$ cat src/rtl/punc_mem_arbiter_if.sv
// Bus bundle between the PUnC requesters (CPU, DBG), the memory arbiter and the memory macro.
// The slave modport is the arbiter's view; master is the requester/memory side.
interface punc_mem_arbiter_if #(
  parameter int ADDR_W = 16,
  parameter int DATA_W = 16
);
  logic              cpu_req;
  logic              cpu_we;
  logic [ADDR_W-1:0] cpu_addr;
  logic [DATA_W-1:0] cpu_wdata;
  logic              cpu_ack;
  logic [DATA_W-1:0] cpu_rdata;

  logic              dbg_req;
  logic              dbg_we;
  logic [ADDR_W-1:0] dbg_addr;
  logic [DATA_W-1:0] dbg_wdata;
  logic              dbg_ack;
  logic [DATA_W-1:0] dbg_rdata;

  logic [ADDR_W-1:0] mem_addr;
  logic [DATA_W-1:0] mem_wdata;
  logic              mem_we;
  logic [DATA_W-1:0] mem_rdata;

  logic              busy;
  logic              grant_dbg;

  modport slave (
    input  cpu_req, cpu_we, cpu_addr, cpu_wdata,
    input  dbg_req, dbg_we, dbg_addr, dbg_wdata,
    input  mem_rdata,
    output cpu_ack, cpu_rdata, dbg_ack, dbg_rdata,
    output mem_addr, mem_wdata, mem_we,
    output busy, grant_dbg
  );

  modport master (
    output cpu_req, cpu_we, cpu_addr, cpu_wdata,
    output dbg_req, dbg_we, dbg_addr, dbg_wdata,
    output mem_rdata,
    input  cpu_ack, cpu_rdata, dbg_ack, dbg_rdata,
    input  mem_addr, mem_wdata, mem_we,
    input  busy, grant_dbg
  );
endinterface

$ cat src/rtl/punc_mem_arbiter.sv
// Round-robin CPU/DBG arbiter for the single-port PUnC memory, hiding the fixed read latency.
// Optional macro PUNC_ARB_DBG_LOCK_EN adds dbg_lock, letting DBG hold the memory for bulk loads.
module punc_mem_arbiter #(
  parameter int ADDR_W   = 16,
  parameter int DATA_W   = 16,
  parameter int READ_LAT = 1
) (
  input logic clk,
  input logic rst,
`ifdef PUNC_ARB_DBG_LOCK_EN
  input logic dbg_lock,
`endif
  punc_mem_arbiter_if.slave bus
);

  localparam logic [2:0] LAT_M1 = 3'(READ_LAT - 1);

  typedef enum logic [1:0] {IDLE, ISSUE, WAIT, ACK} state_t;

  state_t            state, state_nx;
  logic [2:0]        cnt, cnt_nx;
  logic              last_dbg;
  logic              we_q;
  logic              grant_dbg_q;
  logic              grant, pick_dbg, capture, lock_dbg;
  logic              pick_we;
  logic [ADDR_W-1:0] mem_addr_q;
  logic [DATA_W-1:0] mem_wdata_q;
  logic              mem_we_q;
  logic [DATA_W-1:0] cpu_rdata_q, dbg_rdata_q;
  logic              cpu_ack_q, dbg_ack_q;

`ifdef PUNC_ARB_DBG_LOCK_EN
  // Lock only sticks once DBG already owns the memory; CPU wins the tie after release.
  assign lock_dbg = dbg_lock && last_dbg;
`else
  assign lock_dbg = 1'b0;
`endif

  assign pick_we = pick_dbg ? bus.dbg_we : bus.cpu_we;

  always_comb begin
    state_nx = state;
    cnt_nx   = cnt;
    grant    = 1'b0;
    pick_dbg = 1'b0;
    capture  = 1'b0;
    case (state)
      IDLE: begin
        if (lock_dbg) begin
          pick_dbg = 1'b1;
          grant    = bus.dbg_req;
        end else if (bus.cpu_req && bus.dbg_req) begin
          pick_dbg = !last_dbg;
          grant    = 1'b1;
        end else if (bus.dbg_req) begin
          pick_dbg = 1'b1;
          grant    = 1'b1;
        end else if (bus.cpu_req) begin
          grant    = 1'b1;
        end
        if (grant) state_nx = ISSUE;
      end
      ISSUE: begin
        cnt_nx   = LAT_M1;
        state_nx = we_q ? ACK : WAIT;
      end
      WAIT: begin
        if (cnt == 3'd0) begin
          capture  = 1'b1;
          state_nx = ACK;
        end else begin
          cnt_nx = cnt - 3'd1;
        end
      end
      ACK:     state_nx = IDLE;
      default: state_nx = IDLE;
    endcase
  end

  always_ff @(posedge clk or posedge rst) begin
    if (rst) begin
      state       <= IDLE;
      cnt         <= 3'd0;
      last_dbg    <= 1'b1;
      grant_dbg_q <= 1'b0;
      we_q        <= 1'b0;
      mem_addr_q  <= '0;
      mem_wdata_q <= '0;
      mem_we_q    <= 1'b0;
      cpu_rdata_q <= '0;
      dbg_rdata_q <= '0;
      cpu_ack_q   <= 1'b0;
      dbg_ack_q   <= 1'b0;
    end else begin
      state <= state_nx;
      cnt   <= cnt_nx;
      // Request fields are latched only at grant; later changes are ignored.
      if (grant) begin
        mem_addr_q  <= pick_dbg ? bus.dbg_addr  : bus.cpu_addr;
        mem_wdata_q <= pick_dbg ? bus.dbg_wdata : bus.cpu_wdata;
        we_q        <= pick_we;
        last_dbg    <= pick_dbg;
        grant_dbg_q <= pick_dbg;
      end
      // Grant is the only way into ISSUE, so the strobe spans exactly that cycle.
      mem_we_q <= grant && pick_we;
      if (capture && grant_dbg_q)  dbg_rdata_q <= bus.mem_rdata;
      if (capture && !grant_dbg_q) cpu_rdata_q <= bus.mem_rdata;
      cpu_ack_q <= (state_nx == ACK) && !grant_dbg_q;
      dbg_ack_q <= (state_nx == ACK) && grant_dbg_q;
    end
  end

  assign bus.mem_addr  = mem_addr_q;
  assign bus.mem_wdata = mem_wdata_q;
  assign bus.mem_we    = mem_we_q;
  assign bus.cpu_rdata = cpu_rdata_q;
  assign bus.dbg_rdata = dbg_rdata_q;
  assign bus.cpu_ack   = cpu_ack_q;
  assign bus.dbg_ack   = dbg_ack_q;
  assign bus.busy      = (state != IDLE);
  assign bus.grant_dbg = grant_dbg_q;

endmodule

$ cat src/flat_wrapper.sv
// flat-port wrapper written by rule: the top's interface ports become plain ports
module punc_mem_arbiter_flat 
#(
  parameter int ADDR_W   = 16,
  parameter int DATA_W   = 16,
  parameter int READ_LAT = 1
)
  (clk, rst, bus_cpu_req, bus_cpu_we, bus_cpu_addr, bus_cpu_wdata, bus_dbg_req, bus_dbg_we, bus_dbg_addr, bus_dbg_wdata, bus_mem_rdata, bus_cpu_ack, bus_cpu_rdata, bus_dbg_ack, bus_dbg_rdata, bus_mem_addr, bus_mem_wdata, bus_mem_we, bus_busy, bus_grant_dbg);
  punc_mem_arbiter_if #(.ADDR_W(ADDR_W), .DATA_W(DATA_W)) bus_i ();
  input logic clk;
  input logic rst;
  input wire logic [$bits(bus_i.cpu_req)-1:0] bus_cpu_req;
  input wire logic [$bits(bus_i.cpu_we)-1:0] bus_cpu_we;
  input wire logic [$bits(bus_i.cpu_addr)-1:0] bus_cpu_addr;
  input wire logic [$bits(bus_i.cpu_wdata)-1:0] bus_cpu_wdata;
  input wire logic [$bits(bus_i.dbg_req)-1:0] bus_dbg_req;
  input wire logic [$bits(bus_i.dbg_we)-1:0] bus_dbg_we;
  input wire logic [$bits(bus_i.dbg_addr)-1:0] bus_dbg_addr;
  input wire logic [$bits(bus_i.dbg_wdata)-1:0] bus_dbg_wdata;
  input wire logic [$bits(bus_i.mem_rdata)-1:0] bus_mem_rdata;
  output wire logic [$bits(bus_i.cpu_ack)-1:0] bus_cpu_ack;
  output wire logic [$bits(bus_i.cpu_rdata)-1:0] bus_cpu_rdata;
  output wire logic [$bits(bus_i.dbg_ack)-1:0] bus_dbg_ack;
  output wire logic [$bits(bus_i.dbg_rdata)-1:0] bus_dbg_rdata;
  output wire logic [$bits(bus_i.mem_addr)-1:0] bus_mem_addr;
  output wire logic [$bits(bus_i.mem_wdata)-1:0] bus_mem_wdata;
  output wire logic [$bits(bus_i.mem_we)-1:0] bus_mem_we;
  output wire logic [$bits(bus_i.busy)-1:0] bus_busy;
  output wire logic [$bits(bus_i.grant_dbg)-1:0] bus_grant_dbg;
  assign bus_i.cpu_req = bus_cpu_req;
  assign bus_i.cpu_we = bus_cpu_we;
  assign bus_i.cpu_addr = bus_cpu_addr;
  assign bus_i.cpu_wdata = bus_cpu_wdata;
  assign bus_i.dbg_req = bus_dbg_req;
  assign bus_i.dbg_we = bus_dbg_we;
  assign bus_i.dbg_addr = bus_dbg_addr;
  assign bus_i.dbg_wdata = bus_dbg_wdata;
  assign bus_i.mem_rdata = bus_mem_rdata;
  assign bus_cpu_ack = bus_i.cpu_ack;
  assign bus_cpu_rdata = bus_i.cpu_rdata;
  assign bus_dbg_ack = bus_i.dbg_ack;
  assign bus_dbg_rdata = bus_i.dbg_rdata;
  assign bus_mem_addr = bus_i.mem_addr;
  assign bus_mem_wdata = bus_i.mem_wdata;
  assign bus_mem_we = bus_i.mem_we;
  assign bus_busy = bus_i.busy;
  assign bus_grant_dbg = bus_i.grant_dbg;
  punc_mem_arbiter #(.ADDR_W(ADDR_W), .DATA_W(DATA_W), .READ_LAT(READ_LAT)) u_core (.clk(clk), .rst(rst), .bus(bus_i));
endmodule
$ cat config.mk
export PLATFORM = sky130hd
export DESIGN_NAME = punc_mem_arbiter_flat
export DESIGN_NICKNAME = d
export VERILOG_FILES = /design/src/rtl/punc_mem_arbiter_if.sv /design/src/rtl/punc_mem_arbiter.sv /design/src/flat_wrapper.sv
export SDC_FILE = /design/constraint.sdc
export NUM_CORES = 1
export LEC_CHECK = 0
export BUFFER_PORTS_ARGS = -buffer_cell sky130_fd_sc_hd__buf_2
export CAP_MARGIN = 10
export CORE_UTILIZATION = 47
export DETAILED_ROUTE_END_ITERATION = 10
export GPL_TIMING_DRIVEN = 0
export PLACE_DENSITY = 0.89
export SYNTH_ARGS = -nofsm -noshare
export SYNTH_HDL_FRONTEND = slang
export SYNTH_SLANG_ARGS = --single-unit
$ cat constraint.sdc
create_clock -name clk -period 2.4 [get_ports clk]
set_input_delay 0.24 -clock clk [delete_from_list [all_inputs] [get_ports clk]]
set_output_delay 0.24 -clock clk [all_outputs]
set_load 0.01 [all_outputs]
Yosys cells after proc, flatten, opt, wreduce, memory -nomap -nowiden
Index checks and enable logic that the tools add are counted.

Bits in registers: 75. Output and inout port bits: 69. Word-level logic and storage cells: 50. Input port bits: 86.

$add $sub $neg: 1. Reductions and logical operators: 13. Equal/unequal tests: 5. Mux-type cells: 19.

Operators with widths (count): $mux 16 (2); $mux 1 (12); $pmux 2 s4 (1); $eq 2x2->1 const B (3); $logic_and 1x1->1 (6); $pmux 3 s2 (1); $mux 2 (2); $reduce_bool 2->1 (2); $logic_not 3->1 (1); $mux 3 (1); $sub 3x1->3 const B (1); $eq 2x1->1 const B (1); $logic_not 1->1 (2); $logic_not 2->1 (1); $ne 2x2->1 const B (1); $reduce_and 2->1 (1).

Depth between registers and ports, before layout
Word-level depth: 8. Depth in mapped cells: 7.

Worst setup path after synthesis
No wires, ideal clock.

Kind: flip-flop to flip-flop. From: reg u_core.state[0]. To: reg u_core.cpu_rdata_q[0], in the netlist u_core.bus.cpu_rdata[0]. Arrival time: 1580 ps. Library setup time: 125 ps. Required time: 2275 ps. Slack: 695 ps. Cell stages (with the launch flop): 7. Period minus slack after synthesis: 1705 ps. Path buffers: 1. Cell sequence: dfrtp_1 inv_1 ha_1 nand3b_4 nor2_4 buf_12 mux2_4.

Cells in the longest elaborated chain, start to end: 3.

RTL lines: start, declared (line punc_mem_arbiter.sv:20) `state_t state, state_nx;`; start signal, assigned (line punc_mem_arbiter.sv:96) `state <= state_nx;`; $eq 2x2->1 (line punc_mem_arbiter.sv:48) `case (state)`; $mux 1 (line punc_mem_arbiter.sv:48); $logic_and 1x1->1 (line punc_mem_arbiter.sv:109) `if (capture && !grant_dbg_q) cpu_rdata_q <= bus.mem_rdata;`; end signal, assigned (line punc_mem_arbiter.sv:109); end, declared (line punc_mem_arbiter.sv:30) `logic [DATA_W-1:0] cpu_rdata_q, dbg_rdata_q;`.

Every way passes these cells. A chain may end at the register's enable or synchronous reset.

Final worst setup path
From: reg u_core.state[0]. To: out bus_busy.

Cells in the longest elaborated chain, start to end: 1.

RTL lines: $reduce_bool 2->1 (line punc_mem_arbiter.sv:122) `assign bus.busy = (state != IDLE);`; end, declared (line flat_wrapper.sv:28) `output wire logic [$bits(bus_i.busy)-1:0] bus_busy;`.

Every way passes these cells.

==> metrics.md <==
| Metric | Value |
|---|---|
| Critical path's top delay family | buffers and inverters |
| Levels on crit path | 6 |
| Tightest hold margin | 104 ps |
| Initial Util | 48.9% |
| Number of enable flip-flop cells after synthesis | 0 |
| PnR Total Power | 0.00611 W |
| Worst IR Drop VDD | 0.000611 V |
| Delay of the slowest critical-path stage | 400 ps |
| Setup repair after global routing missed its margin | false |
| H-tree depth | 3 |
| Count of buffers inserted at the top-level ports | around 150 |
| Wire length of the first global-routing pass | 13100 um |
| Detailed router's first-iteration violation count | 91 |
| Syn-to-layout area delta | 33.5% |
| Worst Setup SP | u_core.state[0] |
| Fraction of final layout cells sized beyond drive strength 1 | 46.8% |
| Routability-driven placement congestion ratio | 0.719 |
| Vias/cell | 5.10 |
| TritonCTS clock tree | done |
| Max FO, Critical Path | 10 |
| Number of cells produced by synthesis | 294 |
| Buffer count from post-CTS setup fixing | 0 |
| Required time worst endpoint | 2160 ps |
| Worst setup EP type | output pin |
| TritonCTS Sinks | 75 |
| Placeable core region | 6830 um^2 |
| Final setup violation count | 0 |
| Endpoint of the most critical register-to-register path | u_core.bus.mem_addr[12] |
| Post-synth top flop | dfrtp_1 |
| FF-to-FF path depth | 7 |
| Capture point of the worst path | bus_busy |
| Minimum setup slack among reg-to-reg paths | 480 ps |
| Maximum frequency from static timing analysis | about 460 MHz |
| Vias | 2848 |
| Time the final worst path needs with I/O delays and setup | 2160 ps |
| Cell type of the slowest stage on the worst timing path | dfrtp_1 |
| Final core utilization | 65.3% |
| Boundary Pins | 155 |
| Avg Cell Area, Syn | around 11 um^2 |
| Share of the cycle needed by the critical path after routing | 89.9% |
| Die outline height | 86.3 um |
| Buffer and inverter count on the worst path | 5 |
| Total number of placement rows | 30 |
| Remaining design rule violation count | 0 |
| # resized after CTS | 0 |
| X dimension of the die | 86.3 um |
| Sequential fraction of the synthesis area | 56.2% |
| Maximum number of pins on one net before global-route repair | 76 |
| Number of search-and-repair iterations in the first detailed-routing pass | 4 |
| Final Hold Vio Count | 0 |
| Worst-Skew Late Latency | 340 ps |
| Aggregate global routing overflow | 0 |
| Pins Over Slew Limit | 0 |
| Post-Route Skew | 6.03 ps |
| Post-synth cell types | 33 |
| Pwr Density | 1370 nW/um^2 |
| Area of the mapped netlist | 3340 um^2 |
| Yosys warnings | 0 |
| Rel. slew slack | around two fifths |
| Antenna Violating Nets Remaining | 0 |
| WP data arrival | 1920 ps |
| Bufs on Longest Clock Path | 2 |
| Vias in the first global route | 2728 |
| Nets | 551 |
| Initial antenna violation count | 0 |
| Async set-reset flop share out of synthesis | 100% |
| Routed length per instance | 15.1 um |
| Synthesized Nets | 386 |
| Launch point of the worst reg-to-reg path | u_core.state[0] |
| Category of the worst setup path launch point | flip-flop |
| Number of hold-repair buffers added at the cts stage | 0 |
| FF+latch count, synth | 75 |
| WS Path Type | reg2out |
| Detailed Route WL | 8420 um |
| Leak pwr | 2.31 nW |
| Slew at the pin with the worst max-slew slack | between 900 and 1000 ps |
| Max-Cap Viols | 0 |
| Ordered list of cells on the worst path | inv_1 -> ha_1 -> buf_2 -> buf_1 -> inv_1 -> buf_2 |
| Number of clock buffers inserted by TritonCTS | 9 |
| DIE AREA | 7450 um^2 |
| Clock root buffer master | clkbuf_8 |
| Clk pin slew, worst setup/hold paths | 70 ps |
| Antenna diode count | 0 |
| Status | complete, no violations |
| Detailed placer's ending HPWL | 6140 um |
| Tightest Hold Check Type | in2async |
| Global routing usage summed across all routing layers | 23.1% |
## sequential cells by signal, indices dropped and copies added, names as in the netlist, 2 cells and up
register and count:
u_core.bus.cpu_rdata 16, u_core.bus.mem_wdata 16, u_core.cnt 3, u_core.bus.mem_addr 16, u_core.state 2, u_core.bus.dbg_rdata 16
## cell usage after synthesis, drive strengths merged (3+ instances only)
cell	instances	area share (%)
o21ai	67	10
clkbuf	10	1.2
nand2	35	3.9
nor2	4	0.67
inv	7	0.79
mux2	32	13
a21oi	34	5.1
mux2i	3	0.90
dfrtp	74	55
buf	8	1.8
ha	6	2.2
## worst min-delay path by stage
| stage | slack, ps | cells past startpoint | to | startpoint |
|---|---|---|---|---|
| 6_report | 100 | 2 | u_core.bus.cpu_rdata[15] | rst |
| 5_1_grt | 110 | 2 | u_core.bus.dbg_rdata[9] | bus_mem_rdata[9] |
| 4_1_cts | 120 | 2 | u_core.bus.dbg_rdata[9] | bus_mem_rdata[9] |
| 3_5_place_dp | 470 | 2 | u_core.bus.mem_wdata[4] | u_core.bus.mem_wdata[4] |
| 3_3_place_gp | 470 | 2 | u_core.bus.mem_addr[5] | u_core.bus.mem_addr[5] |
| 2_1_floorplan | 310 | 1 | u_core.last_dbg | bus_cpu_req |
## cells by family after synthesis
kind of cell | after synthesis | share of synthesized area (%)
AO/OA/AOI/OAI | 108 | 17.1
adder cells (fa/ha/maj) | 6 | 2.25
buffers and inverters | 25 | 3.74
flip-flops | 75 | 56.2
multiplexers | 35 | 13.9
AND/OR/NAND/NOR | 45 | 6.81
## through the flow
step | cells | setup slack [ps] | TNS [ps] | area [um^2]
6_report | 558 | 242 | 0 | 4460
5_1_grt | 558 | 42.5 | 0 | 4460
4_1_cts | 558 | 224 | 0 | 4460
3_5_place_dp | 544 | 466 | 0 | 4240
3_3_place_gp | 544 | -533 | -39220 | 4230
2_1_floorplan | 294 | 252 | 0 | 3340
## where the power goes
group          internal (W)  switching [W]
clock network      0.000679       0.000455
logic               0.00129        0.00145
registers           0.00189       0.000343
## layer usage
| metal | GRT usage (%) | routed length, um | vias to the layer above |
|---|---|---|---|
| li1 | - | - | 1358 |
| met4 | 7.12 | 81 | 0 |
| met3 | 8.19 | 654 | 10 |
| met5 | 0 | 0 | - |
| met2 | 38.9 | 4170 | 128 |
| met1 | 27.9 | 3510 | 1352 |
## final cells by class
| cell class | instances | area (um^2) |
|---|---|---|
| fillers | 560 | 2370 |
| flip-flops and latches | 75 | 1880 |
| multi-input cells | 194 | 1340 |
| repair buffers | 154 | 771 |
| clock buffers | 9 | 124 |
| well taps | 96 | 120 |
| clock inverters | 5 | 104 |
| plain buffers | 18 | 98.8 |
| inverters | 7 | 28.8 |
## cells in the final DEF (no fill, tap or decap), types with 3 or more instances in the layout
cell	instances
clkbuf_1	9
bufinv_16	3
mux2i_1	3
a21oi_1	34
inv_1	6
o21ai_1	32
nor2_1	3
nand2_1	35
clkbuf_8	9
ha_1	6
o21ai_0	34
mux2_4	20
mux2_2	12
buf_2	159
dfrtp_1	74
No activity file was read; power rests on OpenSTA's default activity.
